--- src/rtl/ahb_pkg.sv ---
// Shared AHB-Lite codes and master state encoding.
package ahb_pkg;

    // Transfer type codes driven on HTRANS.
    typedef enum logic [1:0] {
        HTRANS_IDLE   = 2'b00,
        HTRANS_BUSY   = 2'b01,
        HTRANS_NONSEQ = 2'b10,
        HTRANS_SEQ    = 2'b11
    } htrans_e;

    // Burst type codes driven on HBURST.
    localparam logic [2:0] HBURST_SINGLE = 3'b000;
    localparam logic [2:0] HBURST_INCR   = 3'b001;
    localparam logic [2:0] HBURST_WRAP4  = 3'b010;
    localparam logic [2:0] HBURST_INCR4  = 3'b011;
    localparam logic [2:0] HBURST_WRAP8  = 3'b100;
    localparam logic [2:0] HBURST_INCR8  = 3'b101;
    localparam logic [2:0] HBURST_WRAP16 = 3'b110;
    localparam logic [2:0] HBURST_INCR16 = 3'b111;

    // Transfer size codes (log2 of bytes per beat).
    localparam logic [2:0] HSIZE_BYTE  = 3'b000;
    localparam logic [2:0] HSIZE_HALF  = 3'b001;
    localparam logic [2:0] HSIZE_WORD  = 3'b010;
    localparam logic [2:0] HSIZE_DWORD = 3'b011;

    // Slave response codes.
    localparam logic HRESP_OKAY  = 1'b0;
    localparam logic HRESP_ERROR = 1'b1;

    // Data access, privileged, non-bufferable, non-cacheable.
    localparam logic [3:0] HPROT_DEFAULT = 4'b0011;

    // Master sequencing states.
    typedef enum logic [2:0] {
        ST_IDLE  = 3'd0,
        ST_ADDR  = 3'd1,
        ST_BURST = 3'd2,
        ST_LAST  = 3'd3,
        ST_RESP  = 3'd4
    } ahb_state_e;

    // Fixed-length incrementing bursts get their own code; every other length is INCR.
    function automatic logic [2:0] burst_encode(input logic [7:0] len_eff);
        logic [2:0] code;
        case (len_eff)
            8'd1:    code = HBURST_SINGLE;
            8'd4:    code = HBURST_INCR4;
            8'd8:    code = HBURST_INCR8;
            8'd16:   code = HBURST_INCR16;
            default: code = HBURST_INCR;
        endcase
        return code;
    endfunction

    // Requested beat sizes wider than the data bus fall back to the full bus width.
    function automatic logic [2:0] clamp_size(input logic [2:0] size, input logic [2:0] max_size);
        return (size > max_size) ? max_size : size;
    endfunction

endpackage

--- src/rtl/ahb_lite_master_if.sv ---
// AHB-Lite bus bundle between the single master and the interconnect.
interface ahb_lite_master_if #(
    parameter int ADDR_WIDTH = 32,
    parameter int DATA_WIDTH = 32
);
    logic                  HREADY;
    logic                  HRESP;
    logic [DATA_WIDTH-1:0] HRDATA;
    logic [ADDR_WIDTH-1:0] HADDR;
    logic                  HWRITE;
    logic [2:0]            HSIZE;
    logic [2:0]            HBURST;
    logic [3:0]            HPROT;
    logic [1:0]            HTRANS;
    logic                  HMASTLOCK;
    logic [DATA_WIDTH-1:0] HWDATA;

    modport master (
        input  HREADY, HRESP, HRDATA,
        output HADDR, HWRITE, HSIZE, HBURST, HPROT, HTRANS, HMASTLOCK, HWDATA
    );

    modport slave (
        output HREADY, HRESP, HRDATA,
        input  HADDR, HWRITE, HSIZE, HBURST, HPROT, HTRANS, HMASTLOCK, HWDATA
    );
endinterface

--- src/rtl/ahb_burst_addr_gen.sv ---
// Beat address generator: holds HADDR/HSIZE/HBURST and counts remaining address phases.
module ahb_burst_addr_gen
    import ahb_pkg::*;
#(
    parameter int ADDR_WIDTH = 32,
    parameter int DATA_WIDTH = 32
) (
    input  logic                  HCLK,
    input  logic                  HRESET,
    input  logic                  load,
    input  logic                  step,
    input  logic [ADDR_WIDTH-1:0] load_addr,
    input  logic [2:0]            load_size,
    input  logic [7:0]            load_len,
    output logic [ADDR_WIDTH-1:0] addr,
    output logic [2:0]            size,
    output logic [2:0]            burst,
    output logic                  last_beat
);

    localparam logic [2:0] MAX_SIZE = 3'($clog2(DATA_WIDTH / 8));

    logic [7:0]            len_eff;
    logic [7:0]            remaining_q;
    logic [ADDR_WIDTH-1:0] incr;

    // A zero beat count means a single beat.
    always_comb begin
        len_eff = (load_len == 8'd0) ? 8'd1 : load_len;
    end

    // Byte stride between consecutive beats.
    always_comb begin
        incr = ADDR_WIDTH'(1) << size;
    end

    // Load the first beat on accept, then advance one stride per accepted address phase.
    always_ff @(posedge HCLK) begin
        if (HRESET) begin
            addr        <= '0;
            size        <= HSIZE_BYTE;
            burst       <= HBURST_SINGLE;
            remaining_q <= '0;
        end else if (load) begin
            addr        <= load_addr;
            size        <= clamp_size(load_size, MAX_SIZE);
            burst       <= burst_encode(len_eff);
            remaining_q <= len_eff - 8'd1;
        end else if (step) begin
            addr        <= addr + incr;
            remaining_q <= remaining_q - 8'd1;
        end
    end

    // The address phase currently on the bus is the final one of the burst.
    assign last_beat = (remaining_q == 8'd0);

endmodule

--- src/rtl/ahb_lite_master.sv ---
// Single-master AHB-Lite front end: one command in, one burst on the bus, one response out.
//
// Command handshake: a command transfers on the rising HCLK edge where
// cmd_valid && cmd_ready are both high; cmd_ready is only high while the master
// is idle, and cmd_valid may be held without waiting for cmd_ready. The response
// is a one-cycle resp_valid pulse with no back-pressure; resp_rdata and resp_err
// are meaningful in that cycle.
module ahb_lite_master
    import ahb_pkg::*;
#(
    parameter int ADDR_WIDTH = 32,
    parameter int DATA_WIDTH = 32
) (
    input  logic                  HCLK,
    input  logic                  HRESET,
    ahb_lite_master_if.master     bus,
    input  logic                  cmd_valid,
    input  logic                  cmd_write,
    input  logic [ADDR_WIDTH-1:0] cmd_addr,
    input  logic [DATA_WIDTH-1:0] cmd_wdata,
    input  logic [7:0]            cmd_len,
    input  logic [2:0]            cmd_size,
    output logic                  cmd_ready,
    output logic                  resp_valid,
    output logic [DATA_WIDTH-1:0] resp_rdata,
    output logic                  resp_err,
    output ahb_state_e            state_dbg
);

    ahb_state_e            state_q, state_d;
    htrans_e               htrans_q, htrans_d;
    logic                  hwrite_q;
    logic [DATA_WIDTH-1:0] hwdata_q;
    logic [DATA_WIDTH-1:0] rdata_q;
    logic                  err_q;
    logic                  cmd_ready_q;

    logic                  accept;
    logic                  load;
    logic                  step;
    logic                  capture;
    logic                  err_set;

    logic [ADDR_WIDTH-1:0] haddr_w;
    logic [2:0]            hsize_w;
    logic [2:0]            hburst_w;
    logic                  last_beat;

    assign accept = cmd_valid && cmd_ready_q;

    ahb_burst_addr_gen #(
        .ADDR_WIDTH (ADDR_WIDTH),
        .DATA_WIDTH (DATA_WIDTH)
    ) u_addr_gen (
        .HCLK      (HCLK),
        .HRESET    (HRESET),
        .load      (load),
        .step      (step),
        .load_addr (cmd_addr),
        .load_size (cmd_size),
        .load_len  (cmd_len),
        .addr      (haddr_w),
        .size      (hsize_w),
        .burst     (hburst_w),
        .last_beat (last_beat)
    );

    // Next state, next HTRANS and the datapath strobes for this cycle.
    always_comb begin
        state_d  = state_q;
        htrans_d = htrans_q;
        load     = 1'b0;
        step     = 1'b0;
        capture  = 1'b0;
        err_set  = 1'b0;
        case (state_q)
            ST_IDLE: begin
                if (accept) begin
                    load     = 1'b1;
                    htrans_d = HTRANS_NONSEQ;
                    state_d  = ST_ADDR;
                end
            end
            ST_ADDR: begin
                // First address phase: no data phase of ours is in flight yet.
                if (bus.HREADY) begin
                    if (last_beat) begin
                        htrans_d = HTRANS_IDLE;
                        state_d  = ST_LAST;
                    end else begin
                        step     = 1'b1;
                        htrans_d = HTRANS_SEQ;
                        state_d  = ST_BURST;
                    end
                end
            end
            ST_BURST: begin
                if (bus.HRESP == HRESP_ERROR) begin
                    err_set = 1'b1;
                end
                if (!bus.HREADY && (bus.HRESP == HRESP_ERROR)) begin
                    // First cycle of an ERROR: withdraw the pending address phase.
                    htrans_d = HTRANS_IDLE;
                    state_d  = ST_LAST;
                end else if (bus.HREADY) begin
                    capture = 1'b1;
                    if (last_beat) begin
                        htrans_d = HTRANS_IDLE;
                        state_d  = ST_LAST;
                    end else begin
                        step     = 1'b1;
                        htrans_d = HTRANS_SEQ;
                    end
                end
            end
            ST_LAST: begin
                if (bus.HRESP == HRESP_ERROR) begin
                    err_set = 1'b1;
                end
                if (bus.HREADY) begin
                    capture = 1'b1;
                    state_d = ST_RESP;
                end
            end
            ST_RESP: begin
                state_d = ST_IDLE;
            end
            default: begin
                htrans_d = HTRANS_IDLE;
                state_d  = ST_IDLE;
            end
        endcase
    end

    // State, HTRANS and the idle indication that drives cmd_ready.
    always_ff @(posedge HCLK) begin
        if (HRESET) begin
            state_q     <= ST_IDLE;
            htrans_q    <= HTRANS_IDLE;
            cmd_ready_q <= 1'b0;
        end else begin
            state_q     <= state_d;
            htrans_q    <= htrans_d;
            cmd_ready_q <= (state_d == ST_IDLE);
        end
    end

    // Command direction and write data, captured once per command.
    always_ff @(posedge HCLK) begin
        if (HRESET) begin
            hwrite_q <= 1'b0;
            hwdata_q <= '0;
        end else if (load) begin
            hwrite_q <= cmd_write;
            hwdata_q <= cmd_write ? cmd_wdata : '0;
        end
    end

    // Response data and sticky error, cleared at each accept.
    always_ff @(posedge HCLK) begin
        if (HRESET) begin
            rdata_q <= '0;
            err_q   <= 1'b0;
        end else if (load) begin
            rdata_q <= '0;
            err_q   <= 1'b0;
        end else begin
            if (err_set) begin
                err_q <= 1'b1;
            end
            if (capture && !hwrite_q) begin
                rdata_q <= bus.HRDATA;
            end
        end
    end

    assign bus.HADDR     = haddr_w;
    assign bus.HWRITE    = hwrite_q;
    assign bus.HSIZE     = hsize_w;
    assign bus.HBURST    = hburst_w;
    assign bus.HPROT     = HPROT_DEFAULT;
    assign bus.HTRANS    = htrans_q;
    assign bus.HMASTLOCK = 1'b0;
    assign bus.HWDATA    = hwdata_q;

    assign cmd_ready  = cmd_ready_q;
    assign resp_valid = (state_q == ST_RESP);
    assign resp_rdata = rdata_q;
    assign resp_err   = err_q;
    assign state_dbg  = state_q;

endmodule

--- src/flat_wrapper.sv ---
// flat-port wrapper written by rule: the top's interface ports become plain ports
module ahb_lite_master_flat import ahb_pkg::*;
#(
    parameter int ADDR_WIDTH = 32,
    parameter int DATA_WIDTH = 32
)
  (HCLK, HRESET, cmd_valid, cmd_write, cmd_addr, cmd_wdata, cmd_len, cmd_size, cmd_ready, resp_valid, resp_rdata, resp_err, state_dbg, bus_HREADY, bus_HRESP, bus_HRDATA, bus_HADDR, bus_HWRITE, bus_HSIZE, bus_HBURST, bus_HPROT, bus_HTRANS, bus_HMASTLOCK, bus_HWDATA);
  ahb_lite_master_if #(.ADDR_WIDTH(ADDR_WIDTH), .DATA_WIDTH(DATA_WIDTH)) bus_i ();
  input  logic HCLK;
  input  logic HRESET;
  input  logic cmd_valid;
  input  logic cmd_write;
  input  logic [ADDR_WIDTH-1:0] cmd_addr;
  input  logic [DATA_WIDTH-1:0] cmd_wdata;
  input  logic [7:0] cmd_len;
  input  logic [2:0] cmd_size;
  output logic cmd_ready;
  output logic resp_valid;
  output logic [DATA_WIDTH-1:0] resp_rdata;
  output logic resp_err;
  output ahb_state_e state_dbg;
  input wire logic [$bits(bus_i.HREADY)-1:0] bus_HREADY;
  input wire logic [$bits(bus_i.HRESP)-1:0] bus_HRESP;
  input wire logic [$bits(bus_i.HRDATA)-1:0] bus_HRDATA;
  output wire logic [$bits(bus_i.HADDR)-1:0] bus_HADDR;
  output wire logic [$bits(bus_i.HWRITE)-1:0] bus_HWRITE;
  output wire logic [$bits(bus_i.HSIZE)-1:0] bus_HSIZE;
  output wire logic [$bits(bus_i.HBURST)-1:0] bus_HBURST;
  output wire logic [$bits(bus_i.HPROT)-1:0] bus_HPROT;
  output wire logic [$bits(bus_i.HTRANS)-1:0] bus_HTRANS;
  output wire logic [$bits(bus_i.HMASTLOCK)-1:0] bus_HMASTLOCK;
  output wire logic [$bits(bus_i.HWDATA)-1:0] bus_HWDATA;
  assign bus_i.HREADY = bus_HREADY;
  assign bus_i.HRESP = bus_HRESP;
  assign bus_i.HRDATA = bus_HRDATA;
  assign bus_HADDR = bus_i.HADDR;
  assign bus_HWRITE = bus_i.HWRITE;
  assign bus_HSIZE = bus_i.HSIZE;
  assign bus_HBURST = bus_i.HBURST;
  assign bus_HPROT = bus_i.HPROT;
  assign bus_HTRANS = bus_i.HTRANS;
  assign bus_HMASTLOCK = bus_i.HMASTLOCK;
  assign bus_HWDATA = bus_i.HWDATA;
  ahb_lite_master #(.ADDR_WIDTH(ADDR_WIDTH), .DATA_WIDTH(DATA_WIDTH)) u_core (.HCLK(HCLK), .HRESET(HRESET), .bus(bus_i), .cmd_valid(cmd_valid), .cmd_write(cmd_write), .cmd_addr(cmd_addr), .cmd_wdata(cmd_wdata), .cmd_len(cmd_len), .cmd_size(cmd_size), .cmd_ready(cmd_ready), .resp_valid(resp_valid), .resp_rdata(resp_rdata), .resp_err(resp_err), .state_dbg(state_dbg));
endmodule
--- config.mk ---
export PLATFORM = sky130hd
export DESIGN_NAME = ahb_lite_master_flat
export DESIGN_NICKNAME = d
export VERILOG_FILES = /design/src/rtl/ahb_pkg.sv /design/src/rtl/ahb_lite_master_if.sv /design/src/rtl/ahb_burst_addr_gen.sv /design/src/rtl/ahb_lite_master.sv /design/src/flat_wrapper.sv
export SDC_FILE = /design/constraint.sdc
export NUM_CORES = 1
export LEC_CHECK = 0
export BUFFER_PORTS_ARGS = -buffer_cell sky130_fd_sc_hd__buf_4
export CORE_UTILIZATION = 50
export CTS_CLUSTER_SIZE = 12
export DETAILED_ROUTE_END_ITERATION = 7
export PLACE_DENSITY = 0.88
export SLEW_MARGIN = 10
export SYNTH_ARGS = -nofsm -noshare
export SYNTH_HDL_FRONTEND = slang
export SYNTH_HIERARCHICAL = 1
export SYNTH_SLANG_ARGS = --single-unit
--- constraint.sdc ---
create_clock -name HCLK -period 7.8 [get_ports HCLK]
set_input_delay 1.56 -clock HCLK [delete_from_list [all_inputs] [get_ports HCLK]]
set_output_delay 1.56 -clock HCLK [all_outputs]
set_load 0.05 [all_outputs]
## After elaboration in Yosys (flattened, before gate mapping)

Index checks and enable logic that the tools add are counted.

- Word-level logic and storage cells: 72
- Bits in registers: 118
- Bits of input ports: 113
- Output and inout port bits: 116

- $lt $le $gt $ge: 1
- Equality and inequality tests: 9
- Bitwise gates (word level): 1
- Shift-type cells: 1
- Reductions and logical operators: 14
- $add $sub $neg: 3
- Mux-type cells: 32

Operators by type and width:

| cell | number |
|---|---|
| 32-bit two-way mux | 3 |
| 32-bit adder | 1 |
| 1-bit by 3-bit << shifter with 32-bit output, first input constant | 1 |
| 8-bit two-way mux | 3 |
| 3-bit one-hot mux with 4 select lines | 2 |
| 3-bit two-way mux | 7 |
| 8-bit zero test | 2 |
| 8-bit by 1-bit subtractor with 8-bit output, second input constant | 2 |
| 1-bit two-way mux | 10 |
| 8-bit by 1-bit == test with 1-bit output, second input constant | 1 |
| 8-bit by 3-bit == test with 1-bit output, second input constant | 1 |
| 8-bit by 4-bit == test with 1-bit output, second input constant | 1 |
| 8-bit by 5-bit == test with 1-bit output, second input constant | 1 |
| 2-bit two-way mux | 4 |
| 2-bit one-hot mux with 4 select lines | 1 |
| 3-bit by 2-bit == test with 1-bit output, second input constant | 2 |
| 3-bit zero test | 2 |
| 2-bit OR reduction | 3 |
| 1-bit one-hot mux with 2 select lines | 2 |
| 3-bit by 1-bit == test with 1-bit output, second input constant | 1 |
| 3-bit == test, second input constant | 1 |
| 3-bit by 2-bit > comparator with 1-bit output, second input constant | 1 |
| 1-bit logical AND | 3 |
| 1-bit zero test | 2 |
| 4 further kinds | 4 |

## Depth between registers and ports, before layout

Gate-level depths: netlist of the first run.

- Word-level depth: 7
- Gate-level depth with buffers: 12
- Gate-level depth less buffers: 11

## Cells and area by module

Netlist of the first run, hierarchy kept.

Modules (own cells, without submodules):

| module | sequential area each (µm²) | cells each | area each (µm²) | instances |
|---|---|---|---|---|
| ahb_burst_addr_gen | 920.9 | 389 | 3111.7 | 1 |
| ahb_lite_master | 1441.4 | 344 | 2899.0 | 1 |

## Worst setup path before layout of the first run

Ideal clock, no wire load.

- Path kind: in2reg
- Start point: input port bus_HREADY
- End point: register u_core.u_addr_gen.addr[8]
- Stages on the path: 9
- Arrival time: 3.404 ns
- Data required time: 7.685 ns
- Path buffers: 3
- Setup time: 0.115 ns
- Path slack: 4.282 ns
- Cells stage by stage: clkbuf_1 -> nand2b_1 -> or3_1 -> inv_1 -> buf_1 -> buf_1 -> nand3_1 -> xnor2_1 -> o21a_1

- Word-level cells in the longest chain between the ends: 5
- Elaborated cells on any way between the ends: 6
- Classes of those cells: 3 x mux; 3 x reduce/logical

Ends and longest elaborated chain:

| element | line | text |
|---|---|---|
| from (decl) | flat_wrapper.sv:22 | `input wire logic [$bits(bus_i.HREADY)-1:0] bus_HREADY;` |
| 1-bit zero test | ahb_lite_master.sv:101 | `if (!bus.HREADY && (bus.HRESP == HRESP_ERROR)) begin` |
| 1-bit logical AND | ahb_lite_master.sv:101 |  |
| 1-bit two-way mux | ahb_lite_master.sv:101 |  |
| 1-bit one-hot mux with 2 select lines (*) | ahb_lite_master.sv:76 | `case (state_q)` |
| via u_core.step | ahb_lite_master.sv:40 | `logic step;` |
| 2-bit nonzero test (no source line) (*) | -- |  |
| to (signal assigned) | ahb_burst_addr_gen.sv:45 | `addr <= load_addr;` |
| to (signal assigned) | ahb_burst_addr_gen.sv:50 | `addr <= addr + incr;` |
| to (decl) | ahb_burst_addr_gen.sv:15 | `output logic [ADDR_WIDTH-1:0] addr,` |

The timed path passes the listed nets; every way through them passes the cells marked *.
A chain may end at the register's enable or synchronous reset.

## Worst setup path in the final report of the first run

- Start point: input port cmd_valid
- End point: register u_core.u_addr_gen.addr[26]

- Word-level cells in the longest chain between the ends: 4
- Elaborated cells on any way between the ends: 5
- Classes of those cells: 3 x mux; 2 x reduce/logical

Ends and longest elaborated chain:

| element | line | text |
|---|---|---|
| from (decl) | flat_wrapper.sv:11 | `input logic cmd_valid;` |
| 1-bit logical AND (*) | ahb_lite_master.sv:49 | `assign accept = cmd_valid && cmd_ready_q;` |
| 1-bit two-way mux (*) | ahb_lite_master.sv:78 | `if (accept) begin` |
| 1-bit two-way mux (*) | ahb_lite_master.sv:76 |  |
| 32-bit two-way mux or 2-bit nonzero test (tied branches) | -- |  |

Every way passes the cells marked *; elsewhere a longest branch is shown, timed or not.

==> results.tsv, run 1 <==
metric	value	unit
run_status	finished with violations	
failed_checks	DRC	
regToRegSetupSlack	4.75	ns
die-height	112	um
die_x	112	um
maxSlewViolCount	0	
cts_sinks	118	
firstDrtPassIters	8	
routedWlPerCell	15.0	um
synthCells	733	
numCtsBuffers	17	
nets	1053	
portBuffers	223	
antenna_cells	0	
die-area	0.0125	mm2
start_kind	primary input	
slowest_stage	buf_4	
grt_pass1_wl	26.6	mm
ir_drop	0.000125	V
wl	16.3	mm
required	8.05	ns
synthMuxAreaShare	0.687	%
synth_compound_area_share	20.8	%
instances_no_fill	1083	
cts_tree	built	
worst_setup_path_end_kind	flop	
ys_ff_latch	118	
globalplace.congestion	0.807	
hold_class	flop to flop	
synthFlopType	dfxtp_1	
cellPowerDensity	250	mW/mm2
drt_iter0_markers	568	
whs_path_depth	2	
dp_cells	1051	
track_usage	26.3	%
clock.fmax	0.278	GHz
path_cells	buf_4, and3b_1, nand2_4, inv_4, buf_4, nor3_1, o211ai_1, o211ai_1	
max-cap-violations	0	
finalSetupViolCount	0	
synth_edf_count	0	
critical_path_class	primary input to flop	
ff2ff_path_depth	12	
gr-total-overflow	0	
cp.arrival	3.84	ns
path_max_fanout	79	
async_flop_share	0	%
cp_slowest_stage_delay	0.71	ns
cts-root-buf	clkbuf_16	
yosys.area_share.simple	24.5	%
period_share	46.0	%
cts_setup_buffers	0	
synth_warnings	6	
rows	39	
core_area	0.0116	mm2
ys_seq_area_share	39.3	%
ctsResizeCount	0	
io-pin-count	229	
grt_pass1_vias	5446	
syn_area	0.00601	mm2
path_clk_slew	0.06	ns
grt_max_degree	86	
synth_cell_types	59	
synthXorXnorAreaFrac	5.25	%
synth.avg_cell_area	8.20	um2
start_util	52.0	%
clock_latency	0.41	ns
worst_pin_slew	1.14	ns
drive_gt1_share	32.7	%
power_leakage	3.44	nW
maxSlewHeadroom	24.1	%
hold_viol_final	0	
dpl_worst_slack	3.84	ns
final_common_cell	buf_4	
cts_hold_buf	0	
total_power	2.06	mW
synth_top_family_by_area	simple AND/OR/NAND/NOR gates	
setup_tns	0	ns
finClkSkew	0.0136	ns
drt-vias-per-instance	5.53	
rsz0062_at_grt	no	
dpl.hpwl	11.2	mm
route.detailed.drc	20	
htreeDepth	4	
synth-adder-area-share	2.83	%
num_vias	5988	
n_fill_cell	904	
period_needed	3.59	ns
ant_nets	0	
syn_to_final_growth	37.3	%
cts_max_path_buffers	2	
layout_setup_ws	4.21	ns
antenna_found_initial	0	
mostFrequentLayoutCells	buf_4, dfxtp_1, nand2_1	
==> stage by stage <==
| step | hold slack, ns | instance area, um2 | utilization, % |
|---|---|---|---|
| finish | 0.450 | 8250 | 71.4 |
| global route | 0.464 | 8250 | 71.4 |
| CTS | 0.451 | 8250 | 71.4 |
| detailed placement | 0.444 | 7620 | 65.9 |
| global placement | 0.439 | 7620 | 65.9 |
| floorplan | 0.548 | 6020 | - |
==> critical path, delay by kind of cell <==
family / cells / cell delay (ns)
AOI/OAI and AO/OA: 2 / 0.26
buffers and inverters: 3 / 1.21
and+or+nand+nor: 3 / 0.70
==> logic make-up after synthesis <==
group,Yosys count
compound gates,188
xor+xnor,36
fa+ha+maj,13
buf+inv,84
flops,118
mux,4
other cells,2
simple gates,288
==> synthesized netlist by cell type, drive strengths merged, types with 15 or more instances <==
master / n / share of area (%)
a21oi: 107 / 11
buf: 27 / 3.0
clkbuf: 28 / 1.7
dfxtp: 118 / 39
inv: 29 / 1.9
nand2: 117 / 7.5
nand3: 44 / 4.2
nor2: 42 / 2.7
nor3b: 15 / 1.9
o211ai: 17 / 2.4
o21a: 16 / 2.0
xnor2: 23 / 3.4
==> final timing paths <==
path | from | end
setup / recovery | cmd_valid | u_core/u_addr_gen/addr[26]$_SDFFE_PP0P_
hold reg to reg | u_core/bus.HWDATA[27]$_SDFFE_PP0P_ | u_core/bus.HWDATA[27]$_SDFFE_PP0P_
setup reg to reg | u_core/u_addr_gen/remaining_q[0]$_SDFFE_PP0P_ | u_core/u_addr_gen/addr[29]$_SDFFE_PP0P_
hold / removal | u_core/bus.HWDATA[27]$_SDFFE_PP0P_ | u_core/bus.HWDATA[27]$_SDFFE_PP0P_
==> sequential cells by signal, indices dropped and copies added, names as in the netlist <==
register	flops
u_core/u_addr_gen/size	3
u_core/state_dbg	3
u_core/u_addr_gen/addr	32
u_core/resp_rdata	32
u_core/resp_err	1
u_core/bus.HWDATA	32
u_core/u_addr_gen/remaining_q	8
u_core/bus.HTRANS	2
u_core/u_addr_gen/burst	3
u_core/bus.HWRITE	1
u_core/cmd_ready	1
==> layer usage <==
layer  routed length (um)  up-vias  global-route usage [%]
li1                     -     2932                       -
met1                 7080     2793                    33.4
met2                 7740      240                    42.9
met3                 1170       23                    6.70
met4                  303        0                    9.55
met5                    0        -                       0
==> area by class of cell <==
type,count,area (um2),area share [%]
multi-input combinational,534,3270,39.6
sequential,118,2360,28.6
timing repair buffer,227,1700,20.7
clock buffer,18,429,5.20
clock inverter,14,200,2.43
tap,143,179,2.17
inverter,29,111,1.35
==> where the power goes <==
part           total, mW  switching [mW]  leakage [nW]  internal, mW
logic              0.531           0.342          2.19         0.189
registers          0.712          0.0566         0.959         0.656
clock network      0.821           0.283         0.297         0.537
No activity file was read; power rests on OpenSTA's default activity.
==> run 2: changes to the inputs <==
==> constraint.sdc (replaced) <==
create_clock -name HCLK -period 3.4 [get_ports HCLK]
set_input_delay 0.68 -clock HCLK [delete_from_list [all_inputs] [get_ports HCLK]]
set_output_delay 0.68 -clock HCLK [all_outputs]
set_load 0.05 [all_outputs]
==> run 2 against run 1 <==
Effect of this change:
- the flow still finishes with violations (DRC)
- hold slack better by 0.0011 ns
- largest power group unchanged
- clock skew down 0.0077 ns
- largest cell class unchanged
- sequential share of layout area decreased by 0.31 points
- sequential cell count unchanged
- critical path depth up 4
- combinational power rose by 130%
- highest routed layer unchanged
- register-to-register slack got worse by 4.2 ns
- design area grew 1.1%
- via count down 0.23%
==> results.tsv, run 2 (synthesis results as in run 1) <==
metric	value	unit	change
drt_iter0_markers	410		-28%
core_area	0.0116	mm2	unchanged
cts_hold_buf	0		unchanged
num_vias	5974		-0.23%
hold_viol_final	0		unchanged
clock.fmax	0.348	GHz	
antenna_found_initial	0		unchanged
rows	39		unchanged
finalSetupViolCount	0		unchanged
failed_checks	DRC		
die-height	112	um	unchanged
maxSlewHeadroom	52.0	%	+28 points
path_max_fanout	23		-71%
grt_pass1_wl	26.8	mm	+0.62%
rsz0062_at_grt	no		
cts_tree	built		
ctsResizeCount	0		unchanged
worstReg2RegStart	u_core/u_addr_gen/remaining_q[0]$_SDFFE_PP0P_		
required	3.73	ns	-4.32 ns
route.detailed.drc	20		unchanged
critical_path_class	flop to flop		
cts-root-buf	clkbuf_16		
cts_max_path_buffers	2		unchanged
antenna_cells	0		unchanged
min_from	u_core/bus.HWDATA[7]$_SDFFE_PP0P_		
grt_max_degree	63		-27%
layout_setup_ws	0.530	ns	-3.68 ns
intPower	3.42	mW	+150%
clkPwrFrac	42.1	%	+2.3 points
worst_pin_slew	0.720	ns	-0.419 ns
globalplace.congestion	0.864		+7.1%
mostFrequentLayoutCells	buf_4, dfxtp_1, nand2_1		
worstSetupStartpoint	u_core/u_addr_gen/remaining_q[0]$_SDFFE_PP0P_		
gr-total-overflow	0		unchanged
die-area	0.0125	mm2	unchanged
slowest_stage	nor4b_1		
dpl.hpwl	11.5	mm	+3.3%
cellPowerDensity	594	mW/mm2	+140%
finClkSkew	0.00592	ns	-0.00773 ns
comb_power_share	25.0	%	-0.7 points
period_needed	2.87	ns	
path_clk_slew	0.05	ns	about the same
portBuffers	223		unchanged
cp.arrival	3.20	ns	-0.64 ns
regToRegSetupSlack	0.53	ns	-4.22 ns
power_frac_seq	32.9	%	-1.6 points
p_switching	1.53	mW	+120%
wl	16.7	mm	+2.7%
critPathTopFamily	simple AND/OR/NAND/NOR gates		
cts_setup_buffers	0		unchanged
cts_sinks	118		unchanged
swShare	30.9	%	-2.1 points
ant_nets	0		unchanged
drive_gt1_share	32.8	%	+0.11 points
start_kind	flop		
nets	1058		+0.47%
cp_slowest_stage_delay	0.55	ns	-0.16 ns
power_leakage	3.50	nW	+1.7%
final_common_cell	buf_4		
max-cap-violations	0		unchanged
setup_tns	0	ns	unchanged
io-pin-count	229		unchanged
start_util	52.0	%	unchanged
worst_setup_path_end_kind	flop		
dpl_worst_slack	0.549	ns	-3.29 ns
clock_latency	0.41	ns	about the same
routedWlPerCell	15.4	um	+2.5%
path_cells	inv_1, ha_1, nor4b_1, nand2b_1, or3_1, inv_1, buf_4, nor4b_1, nand2b_1, xnor2_1, nor2_1, a211oi_1		
grt_pass1_vias	5542		+1.8%
period_share	84.4	%	
drt-vias-per-instance	5.50		-0.51%
numCtsBuffers	17		unchanged
die_x	112	um	unchanged
cp_num_buf_inv	3		unchanged
htreeDepth	4		unchanged
firstDrtPassIters	7		-1
syn_to_final_growth	38.8	%	
track_usage	26.8	%	+0.49 points
hold_class	flop to flop		
ir_drop	0.000364	V	+190%
maxSlewViolCount	0		unchanged
run_status	finished with violations		
## run 2: layout make-up
cell class,instances,area [um2]
multi-input cells,534,3270
repair buffers,232,1740
fillers,913,3220
inverters,29,111
well taps,143,179
clock inverters,9,223
flip-flops and latches,118,2360
clock buffers,21,460
## run 2: power by group through the flow
| stage | Combinational, mW | Clock, mW | Sequential (mW) |
|---|---|---|---|
| 2_1_floorplan | 0.558 | 0 | 1.96 |
| 3_3_place_gp | 1.21 | 0 | 1.65 |
| 3_5_place_dp | 1.23 | 0 | 1.66 |
| 4_1_cts | 1.24 | 2.11 | 1.63 |
| 5_1_grt | 1.33 | 2.18 | 1.65 |
| 6_report | 1.24 | 2.08 | 1.63 |
## run 2: worst paths after layout
kind / end / depth (start not counted)
max: u_core/u_addr_gen/remaining_q[7]$_SDFFE_PP0P_ / 12
min: u_core/bus.HWDATA[7]$_SDFFE_PP0P_ / 2
max reg2reg: u_core/u_addr_gen/remaining_q[7]$_SDFFE_PP0P_ / 12
min reg2reg: u_core/bus.HWDATA[7]$_SDFFE_PP0P_ / 2
## run 2: metrics by stage
step / utilization (%) / power (mW) / cells / hold slack [ns] / cell area [um2]
after CTS: 72.1 / 4.98 / 1086 / 0.453 / 8340
after floorplan: - / 2.52 / 736 / 0.548 / 6020
after global routing: 72.1 / 5.15 / 1086 / 0.461 / 8340
after detailed placement: 66.2 / 2.88 / 1056 / 0.444 / 7660
final: 72.1 / 4.96 / 1086 / 0.451 / 8340
after global placement: 66.2 / 2.87 / 1056 / 0.439 / 7660
## run 2: worst register-to-register path: stages (launching register included)
cell and delay, ns:
dfxtp_1 0.37, inv_1 0.09, ha_1 0.19, nor4b_1 0.14
nand2b_1 0.17, or3_1 0.34, inv_1 0.10, buf_4 0.27
nor4b_1 0.55, nand2b_1 0.14, xnor2_1 0.15, nor2_1 0.06
a211oi_1 0.21
## run 2: metal layers
metal	global-route usage, %	share of wire (%)	routed length (um)
met1	32.5	42	6970
met3	6.97	7.9	1320
met4	10.5	2.0	336
met2	45.1	48	8110
met5	0	0	0
